`src/rtl/alu8_pkg.sv`:
```
// Shared opcodes, flag bit positions and FSM encoding for the ALU issue controller.
package alu8_pkg;

    localparam logic [3:0] OP_ADD   = 4'h0;
    localparam logic [3:0] OP_SUB   = 4'h1;
    localparam logic [3:0] OP_AND   = 4'h2;
    localparam logic [3:0] OP_OR    = 4'h3;
    localparam logic [3:0] OP_XOR   = 4'h4;
    localparam logic [3:0] OP_NOT   = 4'h5;
    localparam logic [3:0] OP_INC   = 4'h6;
    localparam logic [3:0] OP_DEC   = 4'h7;
    localparam logic [3:0] OP_PASSA = 4'h8;
    localparam logic [3:0] OP_PASSB = 4'h9;
    localparam logic [3:0] OP_LDI   = 4'hF;

    localparam int FLAG_C  = 2;
    localparam int FLAG_OV = 1;
    localparam int FLAG_ZF = 0;

    typedef enum logic [1:0] {
        S_IDLE = 2'd0,
        S_EXEC = 2'd1,
        S_RESP = 2'd2
    } state_t;

endpackage

```
`src/rtl/alu8_regfile.sv`:
```
// Register file: two asynchronous read ports, one synchronous write port.
module alu8_regfile #(
    parameter int DW = 8,
    parameter int AW = 2
) (
    input  logic          clk,
    input  logic          rst,
    input  logic          we,
    input  logic [AW-1:0] waddr,
    input  logic [DW-1:0] wdata,
    input  logic [AW-1:0] raddr_a,
    output logic [DW-1:0] rdata_a,
    input  logic [AW-1:0] raddr_b,
    output logic [DW-1:0] rdata_b
);

    localparam int NREG = 2 ** AW;

    logic [DW-1:0] mem [NREG];

    always_ff @(posedge clk or posedge rst) begin
        if (rst) begin
            for (int i = 0; i < NREG; i++) mem[i] <= '0;
        end else if (we) begin
            mem[waddr] <= wdata;
        end
    end

    assign rdata_a = mem[raddr_a];
    assign rdata_b = mem[raddr_b];

endmodule

```
`src/rtl/alu8_issue_ctrl.sv`:
```
// Sequences instructions through an external 8-bit ALU, owns the
// register file and flag register, and emits one result beat per instruction.
module alu8_issue_ctrl
    import alu8_pkg::*;
#(
    parameter int DW     = 8,
    parameter int REG_AW = 2
) (
    input  logic              clk,
    input  logic              rst,
    input  logic              instr_valid,
    output logic              instr_ready,
    input  logic [3:0]        instr_op,
    input  logic [REG_AW-1:0] instr_dst,
    input  logic [REG_AW-1:0] instr_srca,
    input  logic [REG_AW-1:0] instr_srcb,
    input  logic [DW-1:0]     instr_imm,
    output logic [3:0]        alu_opcode,
    output logic [DW-1:0]     alu_a,
    output logic [DW-1:0]     alu_b,
    input  logic [DW-1:0]     alu_result,
    input  logic              alu_c,
    input  logic              alu_ov,
    input  logic              alu_zf,
    output logic              res_valid,
    input  logic              res_ready,
    output logic [DW-1:0]     res_data,
    output logic [REG_AW-1:0] res_dst,
    output logic [2:0]        res_flags,
    output logic              err
);

    state_t state_q, state_d;

    logic [3:0]        op_q;
    logic [REG_AW-1:0] dst_q, srca_q, srcb_q;
    logic [DW-1:0]     imm_q;
    logic [DW-1:0]     rd_a, rd_b;

    logic              accept, exec, is_ldi, legal, we;
    logic [DW-1:0]     wdata;
    logic [2:0]        wflags;

    logic [2:0]        flag_q;
    logic              res_ill_q;
    logic [DW-1:0]     res_data_q;
    logic [REG_AW-1:0] res_dst_q;
    logic              err_q;

    assign accept = instr_valid && instr_ready;
    assign exec   = (state_q == S_EXEC);
    assign is_ldi = (op_q == OP_LDI);
    assign legal  = (op_q <= OP_PASSB) || is_ldi;
    assign we     = exec && legal;
    assign wdata  = is_ldi ? imm_q : alu_result;

    always_comb begin
        wflags = 3'b000;
        if (is_ldi) begin
            wflags[FLAG_ZF] = (imm_q == '0);
        end else begin
            wflags[FLAG_C]  = alu_c;
            wflags[FLAG_OV] = alu_ov;
            wflags[FLAG_ZF] = alu_zf;
        end
    end

    always_comb begin
        state_d     = state_q;
        instr_ready = 1'b0;
        res_valid   = 1'b0;
        alu_opcode  = OP_PASSA;
        alu_a       = '0;
        alu_b       = '0;
        unique case (state_q)
            S_IDLE: begin
                instr_ready = 1'b1;
                if (instr_valid) state_d = S_EXEC;
            end
            S_EXEC: begin
                alu_opcode = op_q;
                alu_a      = rd_a;
                alu_b      = rd_b;
                state_d    = S_RESP;
            end
            S_RESP: begin
                res_valid = 1'b1;
                if (res_ready) state_d = S_IDLE;
            end
            default: state_d = S_IDLE;
        endcase
    end

    always_ff @(posedge clk or posedge rst) begin
        if (rst) begin
            state_q <= S_IDLE;
            op_q    <= OP_PASSA;
            dst_q   <= '0;
            srca_q  <= '0;
            srcb_q  <= '0;
            imm_q   <= '0;
        end else begin
            state_q <= state_d;
            if (accept) begin
                op_q   <= instr_op;
                dst_q  <= instr_dst;
                srca_q <= instr_srca;
                srcb_q <= instr_srcb;
                imm_q  <= instr_imm;
            end
        end
    end

    // Result registers only move in EXEC, so they hold through any RESP stall.
    always_ff @(posedge clk or posedge rst) begin
        if (rst) begin
            flag_q     <= 3'b000;
            res_ill_q  <= 1'b0;
            res_data_q <= '0;
            res_dst_q  <= '0;
            err_q      <= 1'b0;
        end else if (exec) begin
            if (legal) flag_q <= wflags;
            res_ill_q  <= ~legal;
            res_data_q <= legal ? wdata : '0;
            res_dst_q  <= dst_q;
            if (!legal) err_q <= 1'b1;
        end
    end

    assign res_data  = res_data_q;
    assign res_dst   = res_dst_q;
    assign res_flags = res_ill_q ? 3'b000 : flag_q;
    assign err       = err_q;

    alu8_regfile #(
        .DW (DW),
        .AW (REG_AW)
    ) u_rf (
        .clk     (clk),
        .rst     (rst),
        .we      (we),
        .waddr   (dst_q),
        .wdata   (wdata),
        .raddr_a (srca_q),
        .rdata_a (rd_a),
        .raddr_b (srcb_q),
        .rdata_b (rd_b)
    );

endmodule

```
`config.mk`:
```
export PLATFORM = sky130hd
export DESIGN_NAME = alu8_issue_ctrl
export DESIGN_NICKNAME = d
export VERILOG_FILES = /design/src/rtl/alu8_pkg.sv /design/src/rtl/alu8_regfile.sv /design/src/rtl/alu8_issue_ctrl.sv
export SDC_FILE = /design/constraint.sdc
export NUM_CORES = 1
export LEC_CHECK = 0
export BUFFER_PORTS_ARGS = -buffer_cell sky130_fd_sc_hd__buf_2
export CORE_MARGIN = 8
export CORE_UTILIZATION = 49
export DETAILED_ROUTE_END_ITERATION = 6
export GPL_TIMING_DRIVEN = 0
export PLACE_DENSITY = 0.82
export SYNTH_ARGS = -nofsm -noshare
export SYNTH_HDL_FRONTEND = slang
export SYNTH_SLANG_ARGS = --single-unit
```
`constraint.sdc`:
```
create_clock -name clk -period 1.85 [get_ports clk]
set_input_delay 0.2775 -clock clk [delete_from_list [all_inputs] [get_ports clk]]
set_output_delay 0.2775 -clock clk [all_outputs]
set_load 0.05 [all_outputs]
```
==> results of run 1 <==
per-stage QoR:
stage           util  cells  instance area [µm²]  total power, mW  worst slack [ns]
3_5_place_dp   0.579    415                 3700             6.76            -0.159
4_1_cts        0.653    438                 4170             8.56            -0.160
5_1_grt        0.675    448                 4310             9.21            -0.224
3_3_place_gp   0.579    415                 3700             6.58            -0.171
6_report       0.675    448                 4310             8.75            -0.181
2_1_floorplan      -    270                 3260             5.78            0.0889
layout make-up:
type	instances	area share
buffer	16	0.0328
clock buffer	12	0.0337
clock inverter	4	0.00610
inverter	2	0.00261
multi-input combinational	183	0.355
sequential	67	0.390
tap	77	0.0224
timing repair buffer	87	0.158
synthesized netlist by cell type, drive strengths merged, types with 3 or more instances:
| cell type | number |
|---|---|
| mux4 | 16 |
| clkbuf | 4 |
| nand2b | 3 |
| mux2i | 8 |
| a21oi | 33 |
| nor2 | 33 |
| buf | 14 |
| a311oi | 4 |
| nor2b | 4 |
| dfrtp | 66 |
| nand2 | 20 |
| mux2 | 18 |
| and2 | 20 |
| o21ai | 12 |
worst register-to-register path: cells and delay by family, from the launching register on:
kind | cells | cell delay (ns)
AOI/OAI and AO/OA | 2 | 0.59
DFF | 1 | 0.45
buffers and inverters | 2 | 0.41
and+or+nand+nor | 1 | 0.18
kinds of logic after synthesis:
kind of cell / after synthesis / share of synthesized area
buffers and inverters: 20 / 0.0397
AO/OA/AOI/OAI: 52 / 0.112
multiplexers: 42 / 0.198
AND/OR/NAND/NOR: 89 / 0.133
flip-flops: 67 / 0.517
where the power goes:
group / total (mW) / internal [mW] / switching [mW]
Sequential: 2.75 / 2.15 / 0.598
Clock: 1.07 / 0.522 / 0.550
Combinational: 4.93 / 2.23 / 2.70
Total: 8.75 / 4.91 / 3.85
placed cells by master, fill, tap and decap left out, types with 2 or more instances in the layout:
| master | synthesis | final |
|---|---|---|
| nor2_1 | 33 | 32 |
| a311oi_4 | 4 | 4 |
| and2_1 | 19 | 3 |
| mux2_2 | 18 | 18 |
| dfrtp_1 | 66 | 64 |
| or2b_1 | 2 | 2 |
| and2_4 | 0 | 16 |
| buf_2 | 4 | 52 |
| buf_4 | 3 | 18 |
| mux2i_2 | 0 | 5 |
| or4_1 | 2 | 2 |
| clkbuf_8 | 0 | 10 |
| buf_6 | 5 | 12 |
| nor2b_1 | 4 | 3 |
| a21oi_1 | 31 | 31 |
| buf_8 | 0 | 17 |
| nand2_1 | 20 | 20 |
| dfrtp_2 | 0 | 2 |
| nand2b_1 | 3 | 3 |
| clkinv_2 | 0 | 2 |
| o21ai_0 | 12 | 12 |
| clkbuf_1 | 4 | 3 |
| mux4_2 | 16 | 16 |
| mux2i_1 | 8 | 2 |
| clkinvlp_4 | 0 | 2 |
| a21oi_2 | 2 | 2 |
metal layers:
metal	GRT usage	share of wire	up-vias
met4	0.0723	0.019	0
li1	-	-	1144
met2	0.308	0.52	96
met3	0.0498	0.072	15
met1	0.214	0.39	1254
met5	0	0	-
path summary, 6_finish.rpt:
path | start | end | slack, ns | cells past startpoint
hold reg to reg | err | err | 0.48 | 1
setup / recovery | srca_q[0] | alu_a[5] | -0.18 | 4
max in group asynchronous | rst | u_rf.mem[14] | 1.13 | 3
hold / removal | rst | flag_q[1] | 0.08 | 2
min in group clk | instr_imm[7] | imm_q[7] | 0.17 | 2
setup reg to reg | state_q[1] | u_rf.mem[31] | 0.08 | 5
repair_timing:
| item | 4_1_cts | 5_1_grt |
|---|---|---|
| setup buffers | 7 | 9 |
| hold buffers | 0 | 0 |
| endpoints found under the setup margin | 39 | 52 |
| resized for setup | 80 | 14 |
| cloned | 2 | 0 |
| pin swaps | 13 | 6 |
sequential cells by signal, indices dropped and copies added, names as in the netlist:
name / count
res_data: 8
state_q: 2
op_q: 4
res_dst: 2
u_rf.mem: 32
srca_q: 2
srcb_q: 2
dst_q: 2
imm_q: 8
err: 1
flag_q: 3
res_ill_q: 1
==> flow_metrics.env, run 1 <==
export IMPL_grt_pass1_wl_um=13900
export IMPL_core_um2=6390
export IMPL_layout_drive_gt1_share=0.507
export IMPL_skew_ns=0.0128
export IMPL_cp_max_fo=5
export IMPL_port_buffers=68
export IMPL_crit_slowest_cell="mux4_2"
export IMPL_vias_per_cell=5.60
export IMPL_multi_input_area_um2=1530
export IMPL_diodes=0
export IMPL_grt_max_degree=68
export IMPL_crit_buf_inv=2
export IMPL_ant_nets=0
export IMPL_max_cap_violations=0
export IMPL_synth_area_top_cells="dfrtp_1 (51%), mux4_2 (11%), mux2_2 (6.2%), a21oi_1 (4.8%), nor2_1 (3.8%)"
export IMPL_async_flop_share=1.00
export IMPL_worst_pin_slew_ns=0.851
export IMPL_tritoncts="done"
export IMPL_dr_total_vias=2509
export IMPL_dp_hpwl_um=5860
export IMPL_wl_per_cell_um=19.2
export IMPL_synth_avg_cell_area_um2=12.0
export IMPL_status="complete, but fails checks"
export IMPL_synth_ff_type="dfrtp_1"
export IMPL_post_route_min_period_ns=2.03
export IMPL_crit_required_ns=1.57
export IMPL_place_congestion=0.792
export IMPL_synth_area_um2=3250
export IMPL_maxSlewViolCount=0
export IMPL_root_buffer="clkbuf_8"
export IMPL_grt_ovfl_total=0
export IMPL_relSlewSlack=0.431
export IMPL_crit_path_end_kind="primary output"
export IMPL_hold_path_class="input pin to asynchronous set/reset pin"
export IMPL_start_util=0.509
export IMPL_seq_area_um2=1680
export IMPL_antenna_found_initial=0
export IMPL_rsz0062_at_grt="yes"
export IMPL_ys_types=31
export IMPL_row_count=29
export IMPL_fin_ws_ns=-0.181
export IMPL_remaining_drc_errors=0
export IMPL_pin_count=69
export IMPL_crit_family="multiplexers"
export IMPL_synth_seq_area_share=0.517
export IMPL_routed_wl_um=8600
export IMPL_crit_type="flop to primary output"
export IMPL_track_usage=0.183
export IMPL_post_route_period_util=1.10
export IMPL_clk_path_buf_depth=2
export IMPL_startpoint_type="flop"
export IMPL_ys_warn_count=0
export IMPL_cts_sinks=67
export IMPL_die_x_um=97.4
export IMPL_first_pass_iters=4
export IMPL_p_per_area_nw_per_um2=2030
export IMPL_crit_chain="buf_6, mux4_2, and2_4, buf_8"
export IMPL_finalSetupViolCount=15
export IMPL_cts_made_buffers=9
export IMPL_synth_cells=270
export IMPL_cp_arrival_ns=1.75
export IMPL_htree_levels=3
export IMPL_synthToLayoutAreaGrowth_pct=32.6
export IMPL_clkTransAtPathRegs_ns=0.08
export IMPL_fillers=459
export IMPL_drtIter0Drc=165
export IMPL_tns_ns=-1.77
export IMPL_holdWs_ns=0.0849
export IMPL_hold_viol_final=0
export IMPL_die_area_um2=9490
export IMPL_synth_seq_cells=67
export IMPL_max_freq_ghz=0.492
export IMPL_yosys_area_top_type="dfrtp_1"
export IMPL_crit_path_max_incr_delay_ns=0.52
export IMPL_clk_latency_ns=0.34
export IMPL_die_h_um=97.4
export IMPL_syn_num_nets=303
export IMPL_leakage_nw=1.90
export IMPL_grt_pass1_vias=2776
export IMPL_nNetsFinal=399
export IMPL_synth_top_cell_area_share=0.508
export IMPL_violations="negative setup slack"
export IMPL_vdd_drop_max_v=0.00137
export IMPL_synth_edf_count=0
Note: power is estimated with default switching activity, not from simulation.
==> inputs of run 2 (changes only) <==
SETUP_SLACK_MARGIN = 0.2   (was unset)
==> run 2 against run 1 <==
  * The flow still finishes with violations (negative setup slack)
  * Critical path depth did not move
  * Clock-buffer cell count rose by 2
  * Sequential share of layout area fell by 6.9 points
  * Register-to-register slack got worse by 0.04 ns
  * Sequential cell count did not move
  * Sequential power rose by 9.1%
  * Global-route usage rose by 2.0 points
  * Clock power rose by 5%
  * Cell count rose by 6.3%
  * Largest power group unchanged
==> flow_metrics.env, run 2 (synthesis gave the netlist of run 1 again) <==
export IMPL_status="complete, but fails checks"
export IMPL_violations="negative setup slack"
export IMPL_dpl_cell_area_um2=3730
export IMPL_reg2reg_depth=8
export IMPL_crit_type="flop to primary output"
export IMPL_highest_layer="met4"
export IMPL_largest_reg_flops=32
export IMPL_cp_max_fo=5
export IMPL_grt_ovfl_total=0
export IMPL_routed_wl_um=12200
export IMPL_stdcell_count=476
export IMPL_max_freq_ghz=0.486
export IMPL_power_frac_comb=0.613
export IMPL_clk_path_buf_depth=2
export IMPL_wl_per_cell_um=25.7
export IMPL_core_um2=6390
export IMPL_cp_arrival_ns=1.78
export IMPL_root_buffer="clkbuf_8"
export IMPL_vdd_drop_max_v=0.00128
export IMPL_hold_viol_final=0
export IMPL_first_pass_iters=4
export IMPL_finalSetupViolCount=16
export IMPL_track_usage=0.202
export IMPL_cts_sinks=67
export IMPL_reg2reg_slack_ns=0.04
export IMPL_crit_path_end_kind="primary output"
export IMPL_dp_hpwl_um=5880
export IMPL_drtIter0Drc=171
export IMPL_rsz0062_at_grt="yes"
export IMPL_power_mw=10.6
export IMPL_grt_max_degree=38
export IMPL_pwr_share_seq=0.282
export IMPL_die_area_um2=9490
export IMPL_clk_latency_ns=0.36
export IMPL_remaining_drc_errors=0
export IMPL_startpoint_type="flop"
export IMPL_start_util=0.509
export IMPL_worst_pin_slew_ns=0.835
export IMPL_reg2reg_to="u_rf.mem[23]"
export IMPL_hold_path_class="input pin to asynchronous set/reset pin"
export IMPL_relSlewSlack=0.442
export IMPL_maxSlewViolCount=0
export IMPL_wl_met1_um=4580
export IMPL_grt_pass1_vias=2888
export IMPL_max_flop_register="u_rf.mem"
export IMPL_placed_cells=416
export IMPL_synthToLayoutAreaGrowth_pct=61.1
export IMPL_dr_total_vias=2913
export IMPL_row_count=29
export IMPL_die_h_um=97.4
export IMPL_tns_ns=-2.52
export IMPL_most_common_layout_cells="dfrtp_1 (63), buf_2 (46), buf_6 (38)"
export IMPL_htree_levels=3
export IMPL_p_per_area_nw_per_um2=2040
export IMPL_post_route_period_util=1.11
export IMPL_wl_met3_um=1040
export IMPL_fillers=296
export IMPL_post_route_min_period_ns=2.06
export IMPL_final_common_cell="dfrtp_1"
export IMPL_leakage_nw=2.23
export IMPL_skew_ns=0.0109
export IMPL_grt_pass1_wl_um=15300
export IMPL_cts_made_buffers=9
export IMPL_vias_per_cell=6.12
export IMPL_port_buffers=68
export IMPL_power_switching_mw=4.82
export IMPL_stdcell_area_um2=5230
export IMPL_swShare=0.453
export IMPL_fin_ws_ns=-0.209
export IMPL_clkTransAtPathRegs_ns=0.08
export IMPL_dr_wl_met2_um=6140
export IMPL_tritoncts="done"
export IMPL_worstReg2RegStart="state_q[1]"
export IMPL_antenna_found_initial=0
export IMPL_pin_count=69
export IMPL_max_cap_violations=0
export IMPL_p_clk_frac=0.105
export IMPL_nNetsFinal=427
export IMPL_p_int_mw=5.83
export IMPL_ant_nets=0
export IMPL_layout_drive_gt1_share=0.734
export IMPL_diodes=0
export IMPL_fin_util=0.819
export IMPL_die_x_um=97.4
export IMPL_crit_required_ns=1.57
export IMPL_place_congestion=0.796
-- run 2: changes by cell type in the layout (fill, tap and decap cells not counted), moves of 4 or more --
cell	before	now
mux2i_4	1	8
a21oi_1	31	2
a21oi_2	2	30
buf_12	1	6
nor2_1	32	3
nor2_2	0	4
mux2_2	18	10
mux2_4	0	8
o21ai_0	12	1
mux2i_2	5	0
buf_6	12	38
o21ai_2	0	8
nor2_4	1	26
buf_2	52	46
-- run 2: per-layer routing --
metal  up-vias  global-route usage
li1       1212                   -
met1      1475               0.225
met2       179               0.341
met3        47              0.0441
met4         0               0.129
met5         -                   0
-- run 2: power by group through the flow --
stage | sequential (mW) | combinational (mW) | clock, mW
2_1_floorplan | 2.85 | 2.95 | 0
3_3_place_gp | 2.60 | 4.01 | 0
3_5_place_dp | 2.66 | 4.12 | 0
4_1_cts | 2.70 | 4.98 | 1.09
5_1_grt | 3.05 | 6.78 | 1.19
6_report | 3.00 | 6.52 | 1.12
-- run 2: worst max-delay path by stage --
stage | startpoint | end | slack (ns) | depth (start not counted)
after floorplan | srca_q[0] | alu_a[0] | 0.20 | 3
after global placement | op_q[3] | u_rf.mem[16] | -0.05 | 5
after detailed placement | op_q[3] | res_data[0] | -0.18 | 5
after CTS | srca_q[0] | alu_a[3] | -0.19 | 4
after global routing | srca_q[0] | alu_a[5] | -0.26 | 4
final | srca_q[0] | alu_a[5] | -0.21 | 4
-- run 2: layout make-up --
type                       count  area, µm²  share of cell area
inverter                       2       11.3             0.00215
tap                           77       96.3              0.0184
sequential                    67       1680               0.321
multi-input combinational    183       2030               0.388
buffer                        18        246              0.0471
clock buffer                  14        163              0.0311
clock inverter                 2       10.0             0.00191
timing repair buffer         113        993               0.190
-- run 2: stage by stage --
stage               hold slack (ns)  setup slack, ns
global placement              0.455          -0.0545
floorplan                     0.385            0.203
global route                  0.131           -0.257
detailed placement            0.458           -0.180
finish                       0.0782           -0.209
CTS                           0.105           -0.187
-- run 2: worst max-delay path: stages (launching register included) --
cell     delay [ns]
dfrtp_1        0.42
buf_6          0.17
mux4_2         0.52
and2_4         0.16
buf_8          0.14
-- run 2: repair_timing --
item | in CTS | in global routing
gates cloned | 1 | 5
pin swaps | 10 | 34
setup buffers | 17 | 21
gates resized for setup | 94 | 188
endpoints found under the setup margin | 61 | 53
hold buffers | 0 | 0
hold endpoints to repair | 0 | 0
==> inputs of run 3 (changes only) <==
SKIP_LAST_GASP = 1   (was unset)
==> run 3 against run 2 <==
  * The flow still finishes with violations (negative setup slack)
  * Sequential power decreased by 3%
  * Core utilization decreased by 3.8 points
  * Combinational power decreased by 6.9%
  * Die area unchanged
  * Fmax decreased by 0.65%
  * Critical path depth unchanged
  * Total power decreased by 5.3%
  * Global-route usage increased by 0.36 points
  * Register-to-register slack got worse by 0.08 ns
  * Clock power about the same
  * Non-clock buffer count increased by 2
  * Clock skew decreased by 0.0029 ns
==> flow_metrics.env, run 3 (synthesis gave the netlist of run 1 again) <==
export IMPL_status="complete, but fails checks"
export IMPL_violations="negative setup slack"
export IMPL_core_um2=6390
export IMPL_leakage_nw=2.16
export IMPL_grt_ovfl_total=0
export IMPL_crit_slowest_cell="mux4_2"
export IMPL_max_cap_violations=0
export IMPL_stdcell_count=478
export IMPL_port_buffers=68
export IMPL_first_pass_iters=7
export IMPL_max_flop_register="u_rf.mem"
export IMPL_vdd_drop_max_v=0.00118
export IMPL_relSlewSlack=0.460
export IMPL_cts_sinks=67
export IMPL_crit_path_max_incr_delay_ns=0.53
export IMPL_remaining_drc_errors=0
export IMPL_most_common_layout_cells="dfrtp_1 (62), buf_2 (47), buf_6 (33)"
export IMPL_grt_pass1_wl_um=15600
export IMPL_dpl_cell_area_um2=3730
export IMPL_dr_total_vias=2866
export IMPL_grt_util_met2=0.346
export IMPL_crit_required_ns=1.57
export IMPL_busiest_layer="met2"
export IMPL_skew_ns=0.00806
export IMPL_die_x_um=97.4
export IMPL_placed_cells=416
export IMPL_grt_max_degree=38
export IMPL_die_area_um2=9490
export IMPL_post_route_period_util=1.12
export IMPL_cp_arrival_ns=1.80
export IMPL_worst_pin_slew_ns=0.809
export IMPL_tritoncts="done"
export IMPL_clk_latency_ns=0.35
export IMPL_hold_path_class="input pin to asynchronous set/reset pin"
export IMPL_crit_chain="buf_8, mux4_2, and2_1, buf_4"
export IMPL_vias_per_cell=6.00
export IMPL_diodes=0
export IMPL_post_route_min_period_ns=2.07
export IMPL_place_congestion=0.796
export IMPL_layout_drive_gt1_share=0.658
export IMPL_cts_made_buffers=9
export IMPL_p_per_area_nw_per_um2=2020
export IMPL_die_h_um=97.4
export IMPL_hold_viol_final=0
export IMPL_antenna_found_initial=0
export IMPL_htree_levels=3
export IMPL_final_common_cell="dfrtp_1"
export IMPL_nNetsFinal=429
export IMPL_track_usage=0.206
export IMPL_grt_use_met3=0.0498
export IMPL_crit_path_end_kind="primary output"
export IMPL_max_freq_ghz=0.482
export IMPL_cp_max_fo=9
export IMPL_startpoint_type="flop"
export IMPL_wl_per_cell_um=24.3
export IMPL_stdcell_area_um2=4990
export IMPL_dp_hpwl_um=5880
export IMPL_clkTransAtPathRegs_ns=0.07
export IMPL_largest_reg_flops=32
export IMPL_routed_wl_um=11600
export IMPL_ant_nets=0
export IMPL_maxSlewViolCount=0
export IMPL_met1_usage=0.228
export IMPL_root_buffer="clkbuf_8"
export IMPL_synthToLayoutAreaGrowth_pct=53.6
export IMPL_fin_ws_ns=-0.223
export IMPL_crit_type="flop to primary output"
export IMPL_pin_count=69
export IMPL_rsz0062_at_grt="yes"
export IMPL_finalSetupViolCount=22
export IMPL_clk_path_buf_depth=2
export IMPL_row_count=29
export IMPL_start_util=0.509
export IMPL_drtIter0Drc=232
export IMPL_grt_pass1_vias=2923
==> run 3: cell types whose count changed in the layout (fill, tap and decap cells not counted), sizes merged <==
| cell | delta |
|---|---|
| buf | +2 |
==> run 3: worst max-delay path, delay by kind of cell, from the launching register on <==
family / cells / cell delay, ns
muxes: 1 / 0.53
DFF: 1 / 0.38
buffers and inverters: 2 / 0.36
and+or+nand+nor: 1 / 0.18
==> run 3: timing repair <==
item	4_1_cts	5_1_grt
hold endpoints to repair	0	0
hold buffers	0	0
gates cloned	1	5
buffers inserted	17	23
setup endpoints to repair	61	66
gates resized for setup	79	133
pin swaps	10	10
==> run 3: path summary, 6_finish.rpt <==
kind / startpoint / to / slack [ns] / cells after the start
worst max register to register: state_q[1] / u_rf.mem[23] / -0.04 / 10
worst min-delay path: rst / res_dst[1] / 0.07 / 2
min in group clk: res_ready / state_q[1] / 0.13 / 2
worst max-delay path: srcb_q[0] / alu_b[5] / -0.22 / 4
worst min register to register: res_data[1] / res_data[1] / 0.48 / 2
max in group asynchronous: rst / u_rf.mem[4] / 1.15 / 3
==> run 3: metal layers <==
metal / up-vias / wire (µm)
li1: 1210 / -
met1: 1454 / 4430
met2: 169 / 5910
met3: 33 / 946
met4: 0 / 348
met5: - / 0
==> run 3: per-stage QoR <==
stage	setup WS (ns)	total power, mW	hold slack (ns)	util	TNS (ns)
after global placement	-0.0545	6.61	0.455	0.581	-0.619
final	-0.223	10.1	0.0741	0.781	-2.92
after detailed placement	-0.180	6.78	0.458	0.584	-2.50
after global routing	-0.298	10.5	0.110	0.781	-4.23
after floorplan	0.203	5.80	0.385	-	0
after CTS	-0.188	8.64	0.105	0.677	-2.42
==> run 3: cell type report <==
type	instances	area, µm²
inverters	2	11.3
plain buffers	18	231
clock buffers	14	163
fillers	327	1400
clock inverters	2	10.0
flip-flops and latches	67	1680
repair buffers	115	965
well taps	77	96.3
multi-input cells	183	1830
==> run 3: where the power goes <==
group	leakage (nW)	internal [mW]	switching, mW	total (mW)
clock network	0.0905	0.558	0.558	1.12
registers	0.752	2.16	0.747	2.90
logic	1.31	2.84	3.22	6.07
